## src/rtl/pmu_auth_pkg.sv

```systemverilog
// Shared state encoding and word geometry for the PMU SHA-256 authentication loader.
package pmu_auth_pkg;

   typedef enum logic [2:0] {
      ST_IDLE,
      ST_SHIFT,
      ST_INIT,
      ST_WAIT,
      ST_CHECK,
      ST_LOCK
   } state_t;

   localparam int WORD_W    = 32;
   localparam int NUM_WORDS = 16;
   localparam int BLK_WORDS = 8;

endpackage

```

## src/rtl/pmu_auth_sipo.sv

```systemverilog
// Serial-in/parallel-out word assembler: MSB first, flags the cycle in which the
// 32nd bit is present so the completed word can be captured at that edge.
module pmu_auth_sipo
   import pmu_auth_pkg::*;
(
   input  logic              clk,
   input  logic              reset,
   input  logic              clr,
   input  logic              en,
   input  logic              sin,
   output logic [WORD_W-1:0] word,
   output logic              word_done
);

   // Only the 31 pending bits are stored; the completed word is formed with the live bit.
   logic [WORD_W-2:0] shreg;
   logic [4:0]        bit_cnt;

   assign word      = {shreg, sin};
   assign word_done = en && (bit_cnt == 5'd31);

   always_ff @(posedge clk) begin
      if (reset) begin
         shreg   <= '0;
         bit_cnt <= '0;
      end else if (clr) begin
         bit_cnt <= '0;
      end else if (en) begin
         shreg   <= word[WORD_W-2:0];
         bit_cnt <= bit_cnt + 5'd1;
      end
   end

endmodule

```

## src/rtl/pmu_auth_loader.sv

```systemverilog
// Session controller: loads 8 block words and 8 digest words into the sha256
// register file, kicks the core, samples the compare result and tracks lockout.
module pmu_auth_loader
   import pmu_auth_pkg::*;
#(
   parameter int WAIT_CYCLES = 80,
   parameter int MAX_FAIL    = 3,
   parameter int FAILW       = 2
)(
   input  logic              clk,
   input  logic              reset,
   input  logic              start,
   input  logic              sin,
   input  logic              sin_valid,
   output logic              sha_cs,
   output logic              sha_we,
   output logic              sha_wc,
   output logic [2:0]        sha_address,
   output logic [WORD_W-1:0] sha_write_data,
   input  logic              sha_digest_valid,
   output logic              busy,
   output logic              auth_done,
   output logic              auth_ok,
   output logic              locked,
   output logic [FAILW-1:0]  fail_count
);

   localparam int               WAITW      = $clog2(WAIT_CYCLES + 1);
   localparam logic [WAITW-1:0] WAIT_LOAD  = WAITW'(WAIT_CYCLES - 1);
   localparam logic [FAILW-1:0] FAIL_LIMIT = FAILW'(MAX_FAIL);
   localparam logic [3:0]       LAST_WORD  = 4'(NUM_WORDS - 1);
   localparam logic [3:0]       BLK_LIMIT  = 4'(BLK_WORDS);

   state_t            state, state_d;
   logic [3:0]        word_cnt;
   logic [WAITW-1:0]  wait_cnt;
   logic              shift_en;
   logic              sipo_clr;
   logic              word_done;
   logic [WORD_W-1:0] word;
   logic [FAILW-1:0]  fail_next;
   logic              lock_hit;
   logic              last_we;

   pmu_auth_sipo u_sipo (
      .clk       (clk),
      .reset     (reset),
      .clr       (sipo_clr),
      .en        (shift_en),
      .sin       (sin),
      .word      (word),
      .word_done (word_done)
   );

   assign fail_next = fail_count + FAILW'(1);
   assign lock_hit  = (fail_next == FAIL_LIMIT);
   assign last_we   = sha_we && (word_cnt == LAST_WORD);

   assign busy      = (state != ST_IDLE) && (state != ST_LOCK);
   assign sha_cs    = (state == ST_INIT);
   assign auth_done = (state == ST_CHECK);

   always_comb begin
      state_d  = state;
      shift_en = 1'b0;
      sipo_clr = 1'b0;
      case (state)
         ST_IDLE: begin
            if (start) begin
               sipo_clr = 1'b1;
               state_d  = ST_SHIFT;
            end
         end
         ST_SHIFT: begin
            // Bits arriving alongside the final write strobe belong to no word.
            if (last_we) state_d = ST_INIT;
            else         shift_en = sin_valid;
         end
         ST_INIT:  state_d = ST_WAIT;
         ST_WAIT: begin
            if (wait_cnt == '0) state_d = ST_CHECK;
         end
         ST_CHECK: begin
            if (!sha_digest_valid && lock_hit) state_d = ST_LOCK;
            else                               state_d = ST_IDLE;
         end
         ST_LOCK:  state_d = ST_LOCK;
         default:  state_d = ST_IDLE;
      endcase
   end

   always_ff @(posedge clk) begin
      if (reset) begin
         state          <= ST_IDLE;
         sha_we         <= 1'b0;
         sha_wc         <= 1'b0;
         sha_address    <= '0;
         sha_write_data <= '0;
         word_cnt       <= '0;
         wait_cnt       <= '0;
         auth_ok        <= 1'b0;
         locked         <= 1'b0;
         fail_count     <= '0;
      end else begin
         state  <= state_d;
         sha_we <= word_done;

         if (state == ST_IDLE && start) begin
            auth_ok  <= 1'b0;
            word_cnt <= '0;
         end

         // Address, select and data stay put until the next word completes.
         if (word_done) begin
            sha_write_data <= word;
            sha_address    <= word_cnt[2:0];
            sha_wc         <= (word_cnt < BLK_LIMIT);
         end

         if (sha_we) word_cnt <= word_cnt + 4'd1;

         if (state == ST_INIT)                        wait_cnt <= WAIT_LOAD;
         else if (state == ST_WAIT && wait_cnt != '0) wait_cnt <= wait_cnt - WAITW'(1);

         if (state == ST_CHECK) begin
            auth_ok <= sha_digest_valid;
            if (sha_digest_valid) begin
               fail_count <= '0;
            end else begin
               fail_count <= fail_next;
               if (lock_hit) begin
                  locked         <= 1'b1;
                  sha_wc         <= 1'b0;
                  sha_address    <= '0;
                  sha_write_data <= '0;
               end
            end
         end
      end
   end

endmodule
```

## config.mk

```make
export PLATFORM = sky130hd
export DESIGN_NAME = pmu_auth_loader
export DESIGN_NICKNAME = d
export VERILOG_FILES = /design/src/rtl/pmu_auth_pkg.sv /design/src/rtl/pmu_auth_sipo.sv /design/src/rtl/pmu_auth_loader.sv
export SDC_FILE = /design/constraint.sdc
export NUM_CORES = 1
export LEC_CHECK = 0
export CORE_UTILIZATION = 35
export CTS_CLUSTER_DIAMETER = 200
export DETAILED_ROUTE_END_ITERATION = 10
export DONT_BUFFER_PORTS = 1
export GPL_TIMING_DRIVEN = 0
export SYNTH_ARGS = -nofsm -noshare
export SYNTH_HDL_FRONTEND = slang
export SYNTH_HIERARCHICAL = 1
export SYNTH_SLANG_ARGS = --single-unit
```

## constraint.sdc

```tcl
create_clock -name clk -period 7.1 [get_ports clk]
set_input_delay 1.42 -clock clk [delete_from_list [all_inputs] [get_ports clk]]
set_output_delay 1.42 -clock clk [all_outputs]
set_load 0.02 [all_outputs]
```

* Word-level counts from Yosys, hierarchy flattened
Cells that the tools add are included.
W data, S select, Z words.
** Storage, ports and cells
- Register bits :: 91
- Bits of input ports :: 6
- Bits in writable memories :: 0
- ROM bits :: 0
- Latch bits :: 0
- Output and inout port bits :: 44
- Memories :: 0
** Operators by class
- Add/subtract/negate cells :: 4
- $mul :: 0
- Divide/modulo/power cells :: 0
- Multiplexer cells :: 28
- Eq/ne operators :: 12
- Bitwise logic cells :: 2
- Magnitude comparators :: 1
- Shift-type cells :: 0
- Reduce and logical (&&, ||, !) cells :: 19
** Operators by type and width (count)
- $mux W32 :: 4
- $mux W3 :: 8
- $pmux W3 S6 :: 1
- $mux W7 :: 2
- $mux W1 :: 10
- $mux W4 :: 2
- $logic_not A7 Y1 :: 1
- $reduce_bool A7 Y1 :: 1
- $sub A7 B1 Y7 const B :: 1
- $eq A3 B2 Y1 const B :: 2
- $eq A3 B3 Y1 const B :: 2
- $logic_and A1 B1 Y1 :: 6
- $ne A2 B2 Y1 const B :: 3
- $reduce_and A3 Y1 :: 2
- $reduce_bool A2 Y1 :: 3
- $add A5 B1 Y5 const B :: 1
- $eq A5 B5 Y1 const B :: 1
- $add A4 B1 Y4 const B :: 1
- $eq A4 B4 Y1 const B :: 1
- $lt A4 B4 Y1 const B :: 1
- $reduce_or A2 Y1 :: 2
- $eq A3 B1 Y1 const B :: 1
- $logic_not A3 Y1 :: 1
- $ne A3 B3 Y1 const B :: 1
- 7 further kinds :: 8

* Logic depth before layout (Yosys ltp)
- Depth after elaboration :: 9
- Depth in mapped cells :: 10
- Gate-level depth less buffers :: 6

* Modules after synthesis
The synthesis kept the hierarchy.
** By module, submodules not included
- pmu_auth_loader :: times used 1, cells an instance 244, seq. area each 1101.1 µm², area each 2312.2 µm²
- pmu_auth_sipo :: times used 1, cells an instance 159, seq. area each 720.7 µm², area each 1321.3 µm²

* Worst setup path after synthesis
Ideal clock, no wire load.
- Kind :: in2reg
- From :: input port sin_valid
- To :: register sha_write_data[10]
- Buffers on the path :: 3
- Stages on the path :: 8
- Data required time :: 6985 ps
- Path slack :: 4149 ps
- Arrival time :: 2836 ps
- Setup time :: 115 ps
- Cells stage by stage :: nand4_1 -> nor2_1 -> buf_4 -> and2_1 -> buf_2 -> buf_1 -> mux2i_1 -> nor2_1
** Between the ends
- Cells in the longest elaborated chain, start to end :: 7
** RTL lines
- start: declaration :: line pmu_auth_loader.sv:14 : input logic sin_valid,
- $mux W1 (*) :: line pmu_auth_loader.sv:76 : if (last_we) state_d = ST_INIT;
- $mux W1 (*) :: line pmu_auth_loader.sv:67 : case (state)
- via shift_en :: line pmu_auth_loader.sv:37 : logic shift_en;
- $logic_and A1 B1 Y1 (*) :: line pmu_auth_sipo.sv:20 : assign word_done = en && (bit_cnt == 5'd31);
- via word_done :: line pmu_auth_loader.sv:39 : logic word_done;
- $mux W32 (*) :: line pmu_auth_loader.sv:114 : if (word_done) begin
- $mux W32 :: line pmu_auth_loader.sv:131 : if (lock_hit) begin
- $mux W32 :: line pmu_auth_loader.sv:127 : if (sha_digest_valid) begin
- $mux W32 (*) :: line pmu_auth_loader.sv:125 : if (state == ST_CHECK) begin
- end signal: assignment :: line pmu_auth_loader.sv:115 : sha_write_data <= word;
- end: declaration :: line pmu_auth_loader.sv:19 : output logic [WORD_W-1:0] sha_write_data,
Mark *: on every way through the listed nets, which the timed path passes. The rest lies on a longest branch.
A chain may end at the register's enable or synchronous reset.

* Final worst setup path
- From :: register state[0]
- To :: output port busy
** Between the ends
- Cells in the longest elaborated chain, start to end :: 2
** RTL lines
- start: declaration :: line pmu_auth_loader.sv:34 : state_t state, state_d;
- start signal: assignment :: line pmu_auth_loader.sv:105 : state <= state_d;
- $ne A3 B3 Y1 / $reduce_bool A3 Y1 (equally long branches) :: line pmu_auth_loader.sv:59 : assign busy = (state != ST_IDLE) && (state != ST_LOCK);
- $logic_and A1 B1 Y1 (*) :: line pmu_auth_loader.sv:59
- end: declaration :: line pmu_auth_loader.sv:21 : output logic busy,
Every way passes the cells marked *; elsewhere a longest branch is shown, timed or not.

==> impl_metrics.py <==
metrics = {
    "clock_network": {
        "insertion_delay_ps": 370,
        "cts-root-buf": "clkbuf_8",
        "cts_made_buffers": 9,
        "path_clk_slew_ps": 90,
        "htreeDepth": 3,
        "cts_hold_buf": 0,
        "clk_path_buf_depth": 2,
        "cts_tree": "built",
        "cts_resized": 0,
        "cts_setup_buffers": 0,
        "cts.sinks": 91,
    },
    "die": {
        "fp.dieH_um": 103.9,
        "dieArea_um2": 10790,
        "core_um2": 9910,
        "start_util": 0.3667,
        "pin_count": 50,
        "rows": 36,
        "die_w_um": 103.9,
    },
    "detailed_routing": {
        "drc": 0,
        "routed_wl_mm": 7.130,
        "vias_per_cell": 4.801,
        "dr.pass1.iters": 4,
        "ant_nets": 0,
        "drt_iter0_markers": 107,
        "wire_per_inst_um": 12.92,
        "num_vias": 2650,
    },
    "logic_synthesis": {
        "synthFlopType": "dfxtp_1",
        "yosys-mux-area-fraction": 0.1157,
        "synth-edff-count": 0,
        "synthSimpleGateAreaFrac": 0.1963,
        "synth_area_um2": 3633,
        "seq_area_frac_synth": 0.5014,
        "synthCells": 403,
        "synth_top_cells_by_area": "dfxtp_1 (50%), mux2i_1 (12%), nand2_1 (7.0%)",
        "ys_types": 43,
        "synth_top_area_share": 0.5014,
        "syn_nets": 415,
        "synth_warnings": 6,
        "synth_top_family_by_area": "simple AND/OR/NAND/NOR gates",
        "synth_xor_area_frac": 0.01205,
        "avgSynthCellArea_um2": 9.016,
        "synth_compound_gate_area_share": 0.09607,
        "yosysTopAreaCell": "dfxtp_1",
        "synthAdderAreaFrac": 0.02066,
        "async_reset_ff_frac": 0,
        "synth-seq-cells": 91,
    },
    "power": {
        "combPwrFrac": 0.037,
        "p_clk_frac": 0.385,
        "power_leakage_nw": 1.339,
        "power.switching_mw": 0.2249,
        "max-vdd-ir-drop_uv": 93.81,
        "swShare": 0.2543,
        "power_frac_seq": 0.579,
        "p_int_mw": 0.6593,
        "p_per_area_nw_per_um2": 221.5,
    },
    "global_route": {
        "grt_max_degree": 19,
        "track_usage": 0.1404,
        "antenna_found_initial": 0,
        "grt_pass1_vias": 2517,
        "grt_pass1_wl_mm": 12.19,
        "grt_overflow_total": 0,
    },
    "setup_path": {
        "critPathKind": "register to primary output",
        "timing.critical_path.cells": "buf_6 > clkbuf_1 > xnor2_1 > nand2_1",
        "crit_required_ps": 5680,
        "arrival_ps": 1560,
        "setup.worst_path.start_class": "register",
        "critPathMaxStageDelay_ps": 380,
        "cp_slowest_cell": "clkbuf_1",
        "critPathCaptureType": "primary output",
        "critPathMaxFanout": 10,
    },
    "finish": {
        "nets": 426,
        "fillers": 1012,
        "layout.cells.non_filler": 552,
        "diodes": 0,
        "drive_above_1_share": 0.09069,
        "final_common_cell": "dfxtp_1",
        "final_cell_mix": "dfxtp_1 (91), nand2_1 (68), nor2_1 (59)",
        "syn_to_final_growth_pct": 9.849,
    },
    "placement": {
        "port_buffers": 0,
        "gp_congestion": 0.8133,
        "dp.cells": 536,
        "dp_hpwl_mm": 5.054,
    },
    "worst_hold_path": {
        "hold_path_class": "register to register",
    },
    "sta": {
        "tns_ps": 0,
        "rsz0062_at_grt": "no",
        "finalHoldViolCount": 0,
        "whs_ps": 474.6,
        "fmax_mhz": 335.9,
        "fin_crit_sh": 0.4193,
        "setup_viol": 0,
        "relSlewSlack": 0.5028,
        "finalMaxSlewViolations": 0,
        "tightest_slew_ps": 735.4,
        "period_needed_ps": 2977,
        "fin_skew_ps": 11.75,
    },
    "status": {
        "status": "finished clean",
    },
    "run": {
        "drv_cap": 0,
    },
}
[Yosys cell counts, types with 3 or more instances]
| cell | n |
|---|---|
| inv_1 | 9 |
| nand2b_1 | 4 |
| a211oi_1 | 5 |
| buf_1 | 6 |
| a21oi_1 | 43 |
| nand2_1 | 68 |
| nand4_1 | 3 |
| clkbuf_1 | 5 |
| buf_2 | 6 |
| nor2b_1 | 3 |
| nor2_1 | 59 |
| xnor2_1 | 3 |
| buf_6 | 8 |
| dfxtp_1 | 91 |
| ha_1 | 6 |
| nor3_1 | 7 |
| mux2i_1 | 42 |
[per-stage QoR]
| step | power, mW | util | worst slack, ps | cell area (um2) |
|---|---|---|---|---|
| CTS | 0.8986 | 0.4028 | 4107 | 3991 |
| floorplan | 0.5490 | - | 4149 | 3633 |
| finish | 0.8842 | 0.4028 | 4123 | 3991 |
| global placement | 0.5560 | 0.3835 | 3823 | 3800 |
| detailed placement | 0.5563 | 0.3835 | 3850 | 3800 |
| global route | 0.9236 | 0.4028 | 4009 | 3991 |
[layer usage]
layer  global-route usage  share of wire  up-vias
met1               0.1662           0.46     1210
met4              0.05204          0.011        0
met2               0.2319           0.47       56
met5                    0              0        -
met3              0.05138          0.060        8
li1                     -              -     1376
[logic make-up (layout without fill, tap and decap cells)]
| logic type | after synthesis | in the layout |
|---|---|---|
| compound gates | 61 | 61 |
| xor+xnor | 5 | 5 |
| fa+ha+maj | 6 | 6 |
| buf+inv | 36 | 52 |
| flops | 91 | 91 |
| mux | 42 | 42 |
| simple gates | 162 | 162 |
[power by group through the flow]
stage	logic [mW]	registers, mW	clock network [mW]
2_1_floorplan	0.0255	0.523	0
3_3_place_gp	0.0325	0.524	0
3_5_place_dp	0.0327	0.524	0
4_1_cts	0.0327	0.512	0.354
5_1_grt	0.0360	0.512	0.376
6_report	0.0324	0.512	0.340
[area by class of cell]
| type | count | area (um2) | share of cell area |
|---|---|---|---|
| Multi-Input combinational cell | 276 | 1602 | 0.4013 |
| Clock buffer | 9 | 123.9 | 0.03103 |
| Inverter | 9 | 33.78 | 0.008464 |
| Sequential cell | 91 | 1822 | 0.4564 |
| Clock inverter | 7 | 67.56 | 0.01693 |
| Buffer | 27 | 176.4 | 0.04420 |
| Tap cell | 133 | 166.4 | 0.04169 |
[critical path, delay by kind of cell, from the launching register on]
kind	cells	cell delay, ps
XOR/XNOR	1	180
AND/OR/NAND/NOR	1	190
flip-flops	1	330
buffers and inverters	2	500
[registers in the layout, summed over array words and instances (netlist names)]
signal / flops
sha_we: 1
wait_cnt: 7
sha_wc: 1
fail_count: 2
locked: 1
sha_write_data: 32
u_sipo/shreg: 31
auth_ok: 1
u_sipo/bit_cnt: 5
sha_address: 3
state: 3
word_cnt: 4
[final timing paths]
| path | from | to | slack [ps] | cells past startpoint |
|---|---|---|---|---|
| setup / recovery | state[0] | busy | 4120 | 4 |
| hold reg to reg | u_sipo/shreg[30] | u_sipo/shreg[30] | 470 | 2 |
| hold / removal | u_sipo/shreg[30] | u_sipo/shreg[30] | 470 | 2 |
| setup reg to reg | state[0] | sha_write_data[31] | 4420 | 10 |
(Power assumes the default switching activity.)
